`config.mk`:
```
export PLATFORM = sky130hd
export DESIGN_NAME = prog_loader
export DESIGN_NICKNAME = d
export VERILOG_FILES = /design/src/rtl/prog_loader.sv
export SDC_FILE = /design/constraint.sdc
export NUM_CORES = 1
export LEC_CHECK = 0
export BUFFER_PORTS_ARGS = -buffer_cell sky130_fd_sc_hd__buf_2
export CAP_MARGIN = 15
export CELL_PAD_IN_SITES_DETAIL_PLACEMENT = 1
export CELL_PAD_IN_SITES_GLOBAL_PLACEMENT = 1
export CORE_AREA = 2 2 82 45
export CTS_BUF_LIST = sky130_fd_sc_hd__clkbuf_4
export DETAILED_ROUTE_END_ITERATION = 7
export DIE_AREA = 0 0 84 47
export PLACE_DENSITY = 0.81
export RECOVER_POWER = 25
export SYNTH_ARGS = -nofsm -noshare
export SYNTH_HDL_FRONTEND = slang
export SYNTH_SLANG_ARGS = --single-unit
```
`constraint.sdc`:
```
create_clock -name clk -period 5.07 [get_ports clk]
set_clock_uncertainty 0.15 [all_clocks]
set_input_delay 0.2535 -clock clk [delete_from_list [all_inputs] [get_ports clk]]
set_output_delay 0.2535 -clock clk [all_outputs]
set_load 0.005 [all_outputs]
```
`src/rtl/prog_loader.sv`:
```
`timescale 1ns/1ps
// prog_loader: framed byte-stream loader for the accumulator CPU's program RAM.
// Holds the CPU in reset while a frame is loading and releases it only after
// the frame is accepted. Optional trailing checksum byte: define LOADER_CSUM_EN.
module prog_loader #(
    parameter int           ADDR_W = 4,
    parameter int           DATA_W = 8,
    parameter logic [3:0]   MAGIC  = 4'hA
) (
    input  logic              clk,
    input  logic              pc_reset,
    input  logic              start,
    input  logic              in_valid,
    input  logic [DATA_W-1:0] in_data,
    output logic              in_ready,
    output logic              load_we,
    output logic [ADDR_W-1:0] load_addr,
    output logic [DATA_W-1:0] load_data,
    output logic              cpu_hold,
    output logic              busy,
    output logic              done,
    output logic              err
);

    // Length field of 0 stands for a full RAM image.
    localparam logic [ADDR_W:0] LEN_MAX = {1'b1, {ADDR_W{1'b0}}};

    typedef enum logic [2:0] {
        ST_IDLE = 3'd0,
        ST_HDR  = 3'd1,
        ST_DATA = 3'd2,
`ifdef LOADER_CSUM_EN
        ST_CSUM = 3'd3,
`endif
        ST_DONE = 3'd4,
        ST_ERR  = 3'd5
    } state_t;

    state_t            state;
    logic [ADDR_W-1:0] idx;
    logic [ADDR_W:0]   rem;     // data bytes still expected in this frame
    logic              xfer;
    logic [3:0]        hdr_magic;
    logic [ADDR_W-1:0] hdr_len;

    assign xfer      = in_valid && in_ready;
    assign hdr_magic = in_data[DATA_W-1 -: 4];
    assign hdr_len   = in_data[ADDR_W-1:0];

`ifdef LOADER_CSUM_EN
    logic [DATA_W-1:0] csum;
    logic [DATA_W-1:0] csum_nxt;
    assign csum_nxt = csum + in_data;
`endif

    // Frame FSM; every output is registered and updated alongside the state.
    always_ff @(posedge clk or posedge pc_reset) begin
        if (pc_reset) begin
            state     <= ST_IDLE;
            in_ready  <= 1'b0;
            load_we   <= 1'b0;
            load_addr <= '0;
            load_data <= '0;
            cpu_hold  <= 1'b1;
            busy      <= 1'b0;
            done      <= 1'b0;
            err       <= 1'b0;
            idx       <= '0;
            rem       <= '0;
`ifdef LOADER_CSUM_EN
            csum      <= '0;
`endif
        end else begin
            load_we <= 1'b0;
            case (state)
                ST_IDLE, ST_DONE, ST_ERR: begin
                    // in_valid is ignored here, so start always wins.
                    if (start) begin
                        state    <= ST_HDR;
                        in_ready <= 1'b1;
                        busy     <= 1'b1;
                        done     <= 1'b0;
                        err      <= 1'b0;
                        cpu_hold <= 1'b1;
                        idx      <= '0;
`ifdef LOADER_CSUM_EN
                        csum     <= '0;
`endif
                    end
                end
                ST_HDR: begin
                    if (xfer) begin
                        if (hdr_magic != MAGIC) begin
                            state    <= ST_ERR;
                            in_ready <= 1'b0;
                            busy     <= 1'b0;
                            err      <= 1'b1;
                        end else begin
                            state <= ST_DATA;
                            rem   <= (hdr_len == '0) ? LEN_MAX : {1'b0, hdr_len};
                        end
                    end
                end
                ST_DATA: begin
                    if (xfer) begin
                        load_we   <= 1'b1;
                        load_addr <= idx;
                        load_data <= in_data;
                        idx       <= idx + 1'b1;
                        rem       <= rem - 1'b1;
`ifdef LOADER_CSUM_EN
                        csum      <= csum_nxt;
                        if (rem == 1) state <= ST_CSUM;
`else
                        // Without a checksum the last data byte completes the frame.
                        if (rem == 1) begin
                            state    <= ST_DONE;
                            in_ready <= 1'b0;
                            busy     <= 1'b0;
                            done     <= 1'b1;
                            cpu_hold <= 1'b0;
                        end
`endif
                    end
                end
`ifdef LOADER_CSUM_EN
                ST_CSUM: begin
                    // Accepted when data bytes plus checksum byte sum to zero.
                    if (xfer) begin
                        in_ready <= 1'b0;
                        busy     <= 1'b0;
                        if (csum_nxt == '0) begin
                            state    <= ST_DONE;
                            done     <= 1'b1;
                            cpu_hold <= 1'b0;
                        end else begin
                            state <= ST_ERR;
                            err   <= 1'b1;
                        end
                    end
                end
`endif
                default: begin
                    state    <= ST_IDLE;
                    in_ready <= 1'b0;
                    busy     <= 1'b0;
                end
            endcase
        end
    end

endmodule

```
==> flow_metrics.py <==
metrics = {
    "synth": {
        "syn_inst": 128,
        "ys_top_cells_by_count": "28 x dfrtp_1, 12 x o21ai_0, 8 x nor2_1",
        "synth_seq_cells": 29,
        "ys_warn_count": 0,
        "synth_top_area_cell": "dfrtp_1",
        "synth-edff-count": 0,
        "synth_most_common_cell": "dfrtp_1",
        "synth_cell_types": 45,
        "synthAdderAreaFrac_pct": 2.582,
        "synth-xor-area-share_pct": 1.205,
        "yosysSeqAreaShare_pct": 50.00,
        "synth_nets": 143,
        "synth_area_mm2": 0.001454,
        "synthMuxAreaShare_pct": 11.53,
        "synth_area_per_cell_um2": 11.36,
        "synth_top_family_by_area": "simple AND/OR/NAND/NOR gates",
        "synth_compound_area_share_pct": 12.13,
        "ys.flop_type": "dfrtp_1",
        "yosys.area_share.simple_pct": 18.07,
        "async_flop_share_pct": 100.0,
        "ys_top_cells_by_area": "dfrtp_1 48%, mux2_4 6.2%, mux2_2 4.6%",
        "synth_top_area_share_pct": 48.19,
    },
    "timing": {
        "hold_viol_final": 0,
        "fin_crit_ns": 2.187,
        "clock.fmax_mhz": 457.3,
        "rsz0062_at_grt": "false",
        "slew_viol_final": 0,
        "fin_hold_ws_ns": 0.02638,
        "finalWorstSetupSlack_ns": 2.883,
        "fin_setup_tns_ns": 0,
        "finalSetupViolations": 0,
        "slew_headroom_pct": 7.424,
        "period_share_pct": 43.13,
        "tightest_slew_ns": 1.389,
    },
    "layout": {
        "diodes": 0,
        "layout-drive-gt1-share_pct": 33.33,
        "layout.nets": 176,
        "area_growth_pct": 16.78,
    },
    "route": {
        "wirelength_um": 3964,
        "drc": 0,
        "wire_per_inst_um": 19.43,
        "drtPass1Iterations": 4,
        "drt_iter0_markers": 73,
        "drtAntennaViolNets": 0,
        "vias_per_cell": 5.711,
        "route.vias.total": 1165,
    },
    "clocking": {
        "clock_latency_ns": 0.33,
        "post-cts-setup-buffer-count": 0,
        "tritoncts": "yes",
        "cts_resized": 0,
        "cts_buffers": 5,
        "cts_hold_buf": 0,
        "clkSinkCount": 29,
        "ctsLongestPathBuffers": 2,
        "root_buffer": "clkbuf_4",
        "clk_pin_slew_worst_paths_ns": 0.10,
        "cts_max_level": 2,
    },
    "critical_path": {
        "worst-setup-path-type": "reg -> reg",
        "start_kind": "register",
        "critPathTopFamily": "simple AND/OR/NAND/NOR gates",
        "rrSetupSlack_ns": 2.88,
        "endpoint_kind": "register",
        "slowest_stage": "dfrtp_1",
        "crit_chain": "or3b_1 -> nor2_8 -> mux2_2",
        "worstReg2RegStart": "state[1]$_DFFE_PP0P_",
        "r2r-end": "load_addr[1]$_DFFE_PP0P_",
        "crit_arrival_ns": 2.26,
        "r2r_cells": 3,
        "cp_num_buf_inv": 0,
        "cp_max_fo": 16,
        "critical-path-max-stage-delay_ns": 0.61,
        "crit_required_ns": 5.14,
    },
    "power": {
        "comb_power_share_pct": 22.6,
        "power_density_mw_per_mm2": 368.9,
        "clock_power_share_pct": 30.4,
        "p_switching_w": 0.0002146,
        "sw_frac_of_total_pct": 34.25,
        "seqPwrFrac_pct": 47.0,
        "p_int_w": 0.0004118,
        "p_leak_nw": 0.8233,
        "irDropWorstVdd_mv": 0.1476,
    },
    "place": {
        "gp_congestion": 0.7841,
        "hpwl_um": 2778,
        "pre_cts_slack_ns": 2.926,
        "portBuffers": 29,
    },
    "floorplanning": {
        "num_rows": 15,
        "die_w_um": 84,
        "ioPinCount": 30,
        "start_util_pct": 44.78,
        "die_h_um": 47,
        "core_region_area_mm2": 0.003247,
        "die_area_mm2": 0.003948,
    },
    "flow_run": {
        "max_cap_viol_count": 0,
    },
    "global_routing": {
        "grt_start_max_net_pins": 30,
        "grt_pass1_wl_um": 6334,
        "antenna_found_initial": 0,
        "grt_remaining_overflow": 0,
        "grt_pass1_vias": 1209,
        "grt.total_usage_pct": 21.86,
    },
    "worst_hold_path": {
        "min_to": "load_data[6]$_DFFE_PP0P_",
        "hold_path_class": "in -> reg",
        "hold_depth": 2,
        "min_from": "in_data[6]",
    },
    "outcome": {
        "status": "finished clean",
    },
}
[cells in the final DEF, fill, tap and decap left out, drive strengths merged, types with 2 or more instances in the layout]
master and count:
buf 29, nand2b 2, nor3b 2, mux2 12
dfrtp 28, a21o 2, nand3 4, nand3b 2
inv 5, nor2b 2, nand2 6, ha 3
o21ai 13, a21oi 6, nor2 9, nor3 5
clkbuf 6, nand4 2
[registers in the layout, indices dropped and copies added, names as in the netlist]
signal and flops:
err 1, load_addr 4, load_we 1, state 3
done 1, cpu_hold 1, load_data 8, idx 4
busy 1, rem 5
[kinds of logic after synthesis]
logic type                 after synthesis
adders and majority gates                3
xor gates and xnor gates                 2
buffers and inverters                   10
DFF                                     29
muxes                                   13
AOI/OAI and AO/OA                       29
and+or+nand+nor                         42
[area by class of cell]
| class | instances | area, um2 |
|---|---|---|
| timing repair buffer | 31 | 158.9 |
| clock inverter | 3 | 41.29 |
| sequential | 29 | 726.9 |
| fill | 368 | 1549 |
| multi-input combinational | 89 | 661.9 |
| tap | 42 | 52.55 |
| inverter | 5 | 18.77 |
| clock buffer | 5 | 37.54 |
[worst reg2reg max path, delay by kind of cell (launching register included)]
family / cells / cell delay, ns
simple gates: 2 / 0.94
flops: 1 / 0.61
mux: 1 / 0.38
[power groups by stage]
stage	clock network (W)	logic [W]	registers (W)
5_1_grt	0.000205	0.000156	0.000299
6_report	0.000191	0.000141	0.000294
4_1_cts	0.000194	0.000139	0.000293
3_3_place_gp	0	0.000127	0.000292
3_5_place_dp	0	0.000136	0.000296
2_1_floorplan	0	0.0000943	0.000284
[layer usage]
layer / up-vias / wire (um) / global-route usage (%)
met5: - / 0 / 0
met2: 39 / 1927 / 36.32
li1: 533 / - / -
met3: 6 / 228 / 6.327
met4: 0 / 48 / 6.774
met1: 587 / 1760 / 28.85
[how the worst max path moves through the flow]
stage	cells past startpoint	end	from
after floorplan	5	load_addr[3]$_DFFE_PP0P_	state[2]$_DFFE_PP0P_
after detailed placement	3	load_addr[1]$_DFFE_PP0P_	state[1]$_DFFE_PP0P_
after CTS	3	load_addr[1]$_DFFE_PP0P_	state[1]$_DFFE_PP0P_
final	3	load_addr[1]$_DFFE_PP0P_	state[1]$_DFFE_PP0P_
after global placement	3	load_addr[0]$_DFFE_PP0P_	state[1]$_DFFE_PP0P_
after global routing	4	state[0]$_DFFE_PP0P_	pc_reset
[through the flow]
stage          cells  total power, W  cell area, um2  util [%]
3_3_place_gp     194       0.0004185            1605     49.44
2_1_floorplan    128       0.0003783            1454         -
4_1_cts          202       0.0006270            1684     51.87
3_5_place_dp     194       0.0004317            1605     49.44
6_report         204       0.0006264            1698     52.29
5_1_grt          204       0.0006592            1698     52.29
No activity file was read; power rests on OpenSTA's default activity.
